<file path="config.mk">
export PLATFORM = sky130hd
export DESIGN_NAME = tone_sequencer
export DESIGN_NICKNAME = d
export VERILOG_FILES = /design/src/rtl/tone_sequencer_pkg.sv /design/src/rtl/tone_sequencer_table.sv /design/src/rtl/tone_sequencer.sv
export SDC_FILE = /design/constraint.sdc
export NUM_CORES = 1
export LEC_CHECK = 0
export ABC_AREA = 1
export CAP_MARGIN = 20
export CELL_PAD_IN_SITES_DETAIL_PLACEMENT = 1
export CELL_PAD_IN_SITES_GLOBAL_PLACEMENT = 2
export CORE_MARGIN = 2
export CORE_UTILIZATION = 42
export CTS_CLUSTER_SIZE = 24
export DETAILED_ROUTE_END_ITERATION = 8
export DONT_BUFFER_PORTS = 1
export GPL_ROUTABILITY_DRIVEN = 0
export PLACE_DENSITY = 0.78
export SLEW_MARGIN = 20
export SYNTH_ARGS = -nofsm -noshare
export SYNTH_HDL_FRONTEND = slang
export SYNTH_SLANG_ARGS = --single-unit
</file>
<file path="constraint.sdc">
create_clock -name clk_audio -period 2.5 [get_ports clk_audio]
set_clock_uncertainty 0.1 [all_clocks]
set_input_delay 0.125 -clock clk_audio [delete_from_list [all_inputs] [get_ports clk_audio]]
set_output_delay 0.125 -clock clk_audio [all_outputs]
set_load 0.01 [all_outputs]
</file>
<file path="src/rtl/tone_sequencer_pkg.sv">
// Shared types for the tone sequencer: FSM states and the note table entry layout.
package tone_sequencer_pkg;

  localparam int unsigned TS_NUM_NOTES  = 16;
  localparam int unsigned TS_RATE_WIDTH = 11;
  localparam int unsigned TS_DUR_WIDTH  = 16;
  localparam int unsigned IDX_WIDTH     = $clog2(TS_NUM_NOTES);

  typedef enum logic [1:0] {
    ST_IDLE,
    ST_LOAD,
    ST_PLAY,
    ST_GAP
  } state_e;

  typedef struct packed {
    logic [TS_RATE_WIDTH-1:0] rate;
    logic [TS_DUR_WIDTH-1:0]  duration;
    logic                     last;
  } note_entry_t;

endpackage

</file>
<file path="src/rtl/tone_sequencer_table.sv">
// Note table RAM: one write port, one registered read port with read-first behaviour.
module tone_table
  import tone_sequencer_pkg::*;
#(
  parameter int unsigned DEPTH = 16,
  parameter int unsigned AW    = $clog2(DEPTH)
) (
  input  logic              clk_i,
  input  logic              we_i,
  input  logic [AW-1:0]     waddr_i,
  input  note_entry_t       wdata_i,
  input  logic [AW-1:0]     raddr_i,
  output note_entry_t       rdata_o
);

  note_entry_t mem_q [DEPTH];
  note_entry_t rdata_q;

  // Same-edge write and read to one address returns the old entry.
  always_ff @(posedge clk_i) begin
    if (we_i) mem_q[waddr_i] <= wdata_i;
    rdata_q <= mem_q[raddr_i];
  end

  assign rdata_o = rdata_q;

endmodule

</file>
<file path="src/rtl/tone_sequencer.sv">
// Steps through the note table, driving the sawtooth rate/enable with silent gaps
// between notes and optional looping.
module tone_sequencer
  import tone_sequencer_pkg::*;
#(
  parameter int unsigned NUM_NOTES   = TS_NUM_NOTES,
  parameter int unsigned DUR_WIDTH   = TS_DUR_WIDTH,
  parameter int unsigned GAP_SAMPLES = 480,
  parameter int unsigned RATE_WIDTH  = TS_RATE_WIDTH
) (
  input  logic                         clk_audio,
  input  logic                         reset,
  input  logic                         cfg_we,
  input  logic [$clog2(NUM_NOTES)-1:0] cfg_addr,
  input  logic [RATE_WIDTH-1:0]        cfg_rate,
  input  logic [DUR_WIDTH-1:0]         cfg_duration,
  input  logic                         cfg_last,
  input  logic                         start,
  input  logic                         stop,
  input  logic                         loop,
  output logic [RATE_WIDTH-1:0]        wave_rate,
  output logic                         enable,
  output logic                         busy,
  output logic [$clog2(NUM_NOTES)-1:0] note_index,
  output logic                         done
);

  localparam int unsigned AW = $clog2(NUM_NOTES);
  localparam int unsigned GW = (GAP_SAMPLES > 0) ? $clog2(GAP_SAMPLES + 1) : 1;
  localparam logic [GW-1:0]         GAP_LOAD = GW'(GAP_SAMPLES);
  localparam logic [GW-1:0]         GAP_ONE  = GW'(1);
  localparam logic [DUR_WIDTH-1:0]  DUR_ONE  = DUR_WIDTH'(1);
  localparam logic [AW-1:0]         IDX_MAX  = AW'(NUM_NOTES - 1);

  state_e                state_q, state_d;
  logic [AW-1:0]         idx_q, idx_d;
  logic [DUR_WIDTH-1:0]  dur_q, dur_d;
  logic [GW-1:0]         gap_q, gap_d;
  logic [RATE_WIDTH-1:0] rate_q, rate_d;
  logic                  en_q, en_d;
  logic                  done_q, done_d;
  logic                  busy_q, busy_d;
  logic                  last_q, last_d;
  logic                  tbl_end;
  note_entry_t           wr_entry, rd_entry;

  assign wr_entry = '{rate: cfg_rate, duration: cfg_duration, last: cfg_last};

  // The read address follows the next index so the entry is ready during LOAD.
  tone_table #(
    .DEPTH (NUM_NOTES),
    .AW    (AW)
  ) u_table (
    .clk_i   (clk_audio),
    .we_i    (cfg_we),
    .waddr_i (cfg_addr),
    .wdata_i (wr_entry),
    .raddr_i (idx_d),
    .rdata_o (rd_entry)
  );

  assign tbl_end = last_q || (idx_q == IDX_MAX);

  always_comb begin
    state_d = state_q;
    idx_d   = idx_q;
    dur_d   = dur_q;
    gap_d   = gap_q;
    rate_d  = rate_q;
    en_d    = en_q;
    done_d  = 1'b0;
    last_d  = last_q;

    if (stop && state_q != ST_IDLE) begin
      state_d = ST_IDLE;
      en_d    = 1'b0;
    end else begin
      unique case (state_q)
        ST_IDLE: begin
          en_d = 1'b0;
          if (start && !stop) begin
            state_d = ST_LOAD;
            idx_d   = '0;
          end
        end
        ST_LOAD: begin
          dur_d  = (rd_entry.duration == '0) ? DUR_ONE : rd_entry.duration;
          last_d = rd_entry.last;
          en_d   = (rd_entry.rate != '0);
          if (rd_entry.rate != '0) rate_d = rd_entry.rate;
          state_d = ST_PLAY;
        end
        ST_PLAY: begin
          if (dur_q == DUR_ONE) begin
            en_d = 1'b0;
            if (tbl_end && !loop) begin
              state_d = ST_IDLE;
              done_d  = 1'b1;
            end else begin
              idx_d = tbl_end ? '0 : idx_q + AW'(1);
              if (GAP_SAMPLES == 0) begin
                state_d = ST_LOAD;
              end else begin
                state_d = ST_GAP;
                gap_d   = GAP_LOAD;
              end
            end
          end else begin
            dur_d = dur_q - DUR_ONE;
          end
        end
        ST_GAP: begin
          en_d = 1'b0;
          if (gap_q <= GAP_ONE) state_d = ST_LOAD;
          else                  gap_d   = gap_q - GAP_ONE;
        end
        default: state_d = ST_IDLE;
      endcase
    end

    busy_d = (state_d != ST_IDLE);
  end

  always_ff @(posedge clk_audio) begin
    if (reset) begin
      state_q <= ST_IDLE;
      idx_q   <= '0;
      dur_q   <= '0;
      gap_q   <= '0;
      rate_q  <= RATE_WIDTH'(1);
      en_q    <= 1'b0;
      done_q  <= 1'b0;
      busy_q  <= 1'b0;
      last_q  <= 1'b0;
    end else begin
      state_q <= state_d;
      idx_q   <= idx_d;
      dur_q   <= dur_d;
      gap_q   <= gap_d;
      rate_q  <= rate_d;
      en_q    <= en_d;
      done_q  <= done_d;
      busy_q  <= busy_d;
      last_q  <= last_d;
    end
  end

  assign wave_rate  = rate_q;
  assign enable     = en_q;
  assign busy       = busy_q;
  assign note_index = idx_q;
  assign done       = done_q;

endmodule

</file>
==> results.md, run 1 <==
- MaxCap Viol Count: 0
- GRT Total Usage: 24.68%
- CORE AREA: 53600 µm²
- Synth Instances: 2167
- Worst setup SP type: flop
- IO Pins: 56
- Async S/R FF share, synth: 0%
- Max Slew Vio Count: 0
- Initial drt markers: 1165
- Setup violators final: 0
- Total Wirelength: 70780 µm
- Fin crit share: 97.08%
- Post-Syn Nets: 2215
- Initial antenna violation count: 2
- Layout area overhead: 22.66%
- Largest delay share family, worst path: simple AND/OR/NAND/NOR gates
- Worst hold slack: 50.75 ps
- Global-route wire length before repair: 104600 µm
- CP required: 2910 ps
- Leakage power: 10.87 nW
- Unrepaired setup endpoints after global routing: true
- Sink Count: 522
- Sequential area share after synthesis: 65.93%
- Detailed-route via count: 16574
- H-tree depth: 2
- Main synth FF type: edfxtp_1
- Total grt overflow: 0
- Worst-margin pin slew: 663.0 ps
- Top-area cell type share of the netlist area: 59.39%
- Initial Util: 42.26%
- Area occupied by multi-input gates: 6396 µm²
- Drt drc: 0
- Root buffer cell: clkbuf_16
- Synth Register Bits: 522
- Area after DPL: 24550 µm²
- Min Tclk post-route: 2427 ps
- Buf+Inv Stages, Crit Path: 5
- Met1 Use GR: 33.03%
- Bufs on Longest Clock Path: 3
- Commonest cells post-synth: nand3_1 (476), edfxtp_1 (448), nand2_1 (445)
- Post-synth cell types: 38
- Final Cell Area: 27780 µm²
- Cell Pwr Density: 805.6 nW/µm²
- Routed wire per std cell: 23.34 µm
- Hold Path Class: input port to flop
- Area contributors post-synth: edfxtp_1 (59%), nand3_1 (11%), nand2_1 (7.4%)
- Max incr delay on CP: 330 ps
- Number of detailed-route iterations in the first pass: 5
- Crit-path most repeated cell: nand2_1
- Number of global-route vias before repair: 17334
- Synth area leader: edfxtp_1
- Setup_tns: 0 ps
- Synth Warn #: 0
- Die boundary height: 236.2 µm
- Largest net degree at the start of global routing: 66
- Cell with the most instances after synthesis: nand3_1
- Clock buffer count from CTS: 59
- Crit-path slowest cell: dfxtp_2
- Post-layout net count: 2335
- Fmax: 412.0 MHz
- Clk_lat worst skew: 630 ps
- Clock transition at the registers of the reported paths: 60 ps
- Final Hold Viols: 0
- Crit-path cells: inv_2, ha_2, nand2_1, nor2_1, nand2_1, nand2_1, nand2_1, inv_1, o211ai_1, nand2_2, buf_4, buf_4, buf_4, nand3_1, nand3_1, nand2_1
- Die area: 55800 µm²
- Fillers: 5680
- Run status: completed
- Crit Path Category: flop to flop
- Slew headroom: 55.66%
- Storage element area: 14940 µm²
- Synthesized cell area: 22650 µm²
- Syn avg cell area: 10.45 µm²
- Util after Layout: 51.83%
- Worst Path Max Fanout: 7
- CP endpoint kind: flop
- DR vias/cell: 5.465
- Layout cells sized above 1: 13.70%
- Met2 Resource Use GR: 41.80%
- Final ANT Viol Nets: 0
- CTS tree: yes
- Rows: 85
- CP arrival: 2830 ps
- # port buffers: 0
- HPWL after DPL: 39840 µm
- Worst VDD drop: 0.5450 mV
- Met3 Usage GRT: 3.171%
- Busiest grt layer: met2
- DIE WIDTH: 236.2 µm
- Post-synth EDFFs: 448
cells in the final DEF (no fill, tap or decap), types with 7 or more instances in the layout:
master	synthesis	final
nor2_4	2	22
nand2_1	445	434
buf_16	0	9
buf_12	0	46
clkinvlp_4	0	8
clkinv_1	1	7
nor3_1	10	9
nand3_1	476	470
a21oi_1	31	30
dfxtp_2	0	7
buf_4	15	74
clkbuf_16	0	71
edfxtp_1	448	448
nor2_1	77	53
dfxtp_1	74	67
nand3b_1	115	115
nand2_2	4	14
bufinv_16	0	11
dlygate4sd3_1	0	32
buf_6	1	11
o21ai_0	41	41
clkinv_2	0	8
inv_1	268	261
clkbuf_1	29	11
metrics by stage:
stage	total power, mW	worst slack [ps]	instances
after floorplan	11.90	257.2	2167
after global placement	12.75	-36.39	2858
after detailed placement	12.85	-48.27	2858
after CTS	22.27	16.00	3008
after global routing	23.25	-54.40	3033
final	22.38	73.10	3033
worst reg2reg max path, cell delays in order, from the launching register on:
cell      delay, ps
dfxtp_2         330
inv_2            70
ha_2            180
nand2_1          70
nor2_1          110
nand2_1          80
nand2_1         120
nand2_1          90
inv_1            70
o211ai_1        110
nand2_2         200
buf_4           170
buf_4           130
buf_4           180
nand3_1         110
nand3_1         140
nand2_1          70
path summary, 6_finish.rpt:
kind,from,endpoint,slack [ps],depth (start not counted)
max reg2reg,dur_q[1],u_table.rdata_o[25],70,16
min,cfg_addr[0],u_table.mem_q[9][12],50,2
max,dur_q[1],u_table.rdata_o[25],70,16
min reg2reg,gap_q[6],gap_q[6],390,2
sequential cells by signal, indices dropped and copies added (netlist names):
name	cells
u_table.mem_q	448
u_table.rdata_o	28
dur_q	16
wave_rate	11
gap_q	9
note_index	4
state_q	2
busy	1
done	1
enable	1
last_q	1
power breakdown:
part	switching [mW]	internal (mW)	total [mW]
logic	1.88	1.14	3.02
registers	0.284	9.84	10.1
clock network	3.64	5.60	9.24
total	5.80	16.6	22.4
per-layer routing:
layer,share of wire [%],wire length (µm)
met4,2.6,1854
met5,0.016,11
met3,5.0,3544
met2,48,34290
met1,44,31080
area by class of cell:
type	count	area share, %
diodes	1	0.009007
clock buffers	73	5.652
clock inverters	37	1.797
inverters	270	3.688
multi-input cells	1250	23.02
flip-flops and latches	522	53.79
well taps	696	3.134
repair buffers	184	8.912
what timing repair did:
action                     in CTS  in global routing
setup endpoints to repair      24                 28
gates cloned                    2                 13
pin swaps                       2                 15
buffers inserted                5                 11
hold endpoints to repair      494                  0
resized for setup              12                 61
hold buffers                   33                  0
cell families after synthesis:
kind of cell / count (synthesis) / share of synthesized area [%]
simple gates: 1142 / 23.82
buf+inv: 396 / 7.258
xor+xnor: 8 / 0.3093
compound gates: 89 / 2.127
flops: 522 / 65.93
fa+ha+maj: 10 / 0.5524
Note: power is estimated with default switching activity, not from simulation.
==> run 2, diff against run 1 <==
- HOLD_SLACK_MARGIN: not set -> 0.12
==> run 2 against run 1 <==
  * Design area rose by 0.29%
  * Register-to-register slack barely moved
  * Wire length barely moved
  * Sequential share of layout area fell by 0.15 points
  * Combinational power barely moved
  * Largest cell class unchanged
==> results.md, run 2 (synthesized netlist as in run 1, its figures left out) <==
- Leakage power: 10.90 nW (+0.26%)
- Slew headroom: 55.53% (-0.13 points)
- WL met2: 34290 µm (about the same)
- # port buffers: 0 (unchanged)
- Min-Delay Path Depth: 2 (unchanged)
- Hold path startpoint: cfg_addr[2]
- Cell Pwr Density: 804.8 nW/µm² (-0.11%)
- Die area: 55800 µm² (unchanged)
- Drt drc: 0 (unchanged)
- Clock transition at the registers of the reported paths: 60 ps (about the same)
- Pre-CTS WS: -48.27 ps (unchanged)
- Storage element area: 14940 µm² (unchanged)
- Util after Layout: 51.98% (+0.15 points)
- MaxCap Viol Count: 0 (unchanged)
- Clk_lat worst skew: 630 ps (about the same)
- Initial antenna violation count: 2 (unchanged)
- RR Endpoint: u_table.rdata_o[25]
- GRT Total Usage: 24.71% (+0.036 points)
- Final Cell Area: 27860 µm² (+0.29%)
- Die boundary height: 236.2 µm (unchanged)
- Routed wire per std cell: 23.26 µm (-0.32%)
- Fillers: 5678 (-0.035%)
- Worst reg-to-reg setup slack: 80 ps (about the same)
- CTS tree: yes
- Number of global-route vias before repair: 17382 (+0.28%)
- Worst-margin pin slew: 664.9 ps (+1.910 ps)
- Final ANT Viol Nets: 0 (unchanged)
- Most frequent cells in the layout: nand3_1 (470), edfxtp_1 (448), nand2_1 (434)
- Finished Layout Cells: 3041 (+0.26%)
- Unrepaired setup endpoints after global routing: true
- Area occupied by multi-input gates: 6396 µm² (unchanged)
- Fin worst setup slack: 81.58 ps (+8.480 ps)
- Routed length on met1: 31200 µm (+0.37%)
- Detailed-route via count: 16604 (+0.18%)
- CP endpoint kind: flop
- Met3 WL: 3369 µm (-4.9%)
- Reg-to-reg startpoint: dur_q[1]
- Sink Count: 522 (unchanged)
- Global-route wire length before repair: 104800 µm (+0.19%)
- Crit Path Category: flop to flop
- DIE WIDTH: 236.2 µm (unchanged)
- Total grt overflow: 0 (unchanged)
- Run status: completed
- Worst Path Max Fanout: 7 (unchanged)
- Fmax: 413.5 MHz (+0.35%)
- HPWL after DPL: 39840 µm (unchanged)
- Number of detailed-route iterations in the first pass: 5 (unchanged)
- Worst setup SP type: flop
- Register name with the most flops: u_table.mem_q
- Tot Pwr: 22.42 mW (+0.18%)
- Largest net degree at the start of global routing: 66 (unchanged)
- Worst r2r path cells: 16 (unchanged)
- CORE AREA: 53600 µm² (unchanged)
- Layout cells sized above 1: 13.65% (-0.047 points)
- Rows: 85 (unchanged)
- Bufs on Longest Clock Path: 3 (unchanged)
- Max FFs per register: 448 (unchanged)
- CP required: 2910 ps (about the same)
- Initial Util: 42.26% (unchanged)
- Max Slew Vio Count: 0 (unchanged)
- Min Tclk post-route: 2418 ps (-8.480 ps)
- H-tree depth: 2 (unchanged)
- Final Hold Viols: 0 (unchanged)
- Post-layout net count: 2343 (+0.34%)
- Total Wirelength: 70740 µm (about the same)
- Fin crit share: 96.74% (-0.34 points)
- Initial drt markers: 1140 (-2.1%)
- Hold Path Class: input port to flop
- Layout area overhead: 23.01%
- Dpl cells: 2858 (unchanged)
- DR top layer: met5
- IO Pins: 56 (unchanged)
- Worst VDD drop: 0.5470 mV (+0.37%)
- DR vias/cell: 5.460 (about the same)
- Root buffer cell: clkbuf_16
- Area after DPL: 24550 µm² (unchanged)
- Clock buffer count from CTS: 59 (unchanged)
- CP arrival: 2830 ps (about the same)
- Commonest non-fill, non-tap cell in the layout: nand3_1
- Setup violators final: 0 (unchanged)
- Hold EP: u_table.mem_q[7][6]
## run 2: where the power goes
part / leakage [nW] / internal, mW / total (mW) / switching [mW]
clock: 0.990 / 5.60 / 9.25 / 3.65
sequential: 4.66 / 9.84 / 10.1 / 0.284
combinational: 5.25 / 1.16 / 3.05 / 1.89
## run 2: repair_timing
action                                  in CTS  in global routing
setup buffers                                5                 11
pin swaps                                    2                 15
endpoints found under the setup margin      24                 28
gates cloned                                 2                 13
hold buffers                                41                  0
gates resized for setup                     12                 61
endpoints found under the hold margin      540                  0
## run 2: final cells by class
class                      count  share of cell area [%]
tap                          696                   3.125
clock inverter                37                   1.792
inverter                     270                   3.678
antenna                        1                0.008981
sequential                   522                   53.63
timing repair buffer         192                   9.174
multi-input combinational   1250                   22.96
clock buffer                  73                   5.636
## run 2: per-stage QoR
stage	setup TNS, ps	hold WS [ps]
after floorplan	0	123.9
after global placement	-110.1	98.09
after detailed placement	-276.3	102.0
after CTS	0	120.6
after global routing	-261.2	163.4
final	0	136.9
## run 2: worst max-delay path, stage by stage, from the launching register on
cell and delay [ps]:
dfxtp_2 330, inv_2 70, ha_2 180, nand2_1 70, nor2_1 110, nand2_1 80, nand2_1 110, nand2_1 90
inv_1 70, o211ai_1 100, nand2_2 200, buf_4 170, buf_4 130, buf_4 170, nand3_1 100, nand3_1 140
nand2_1 70
## run 2: how the worst max path moves through the flow
stage,start,endpoint,depth (start not counted)
after global routing,note_index[1],u_table.rdata_o[13],17
after CTS,state_q[0],u_table.rdata_o[22],17
final,dur_q[1],u_table.rdata_o[25],16
after floorplan,note_index[0],u_table.rdata_o[11],16
after global placement,state_q[0],u_table.rdata_o[0],13
after detailed placement,state_q[0],u_table.rdata_o[3],14
## run 2: routing by layer
metal,vias to the layer above,track usage [%]
met2,386,41.91
li1,7645,-
met4,2,7.940
met3,120,3.171
met5,-,0
met1,8451,33.04
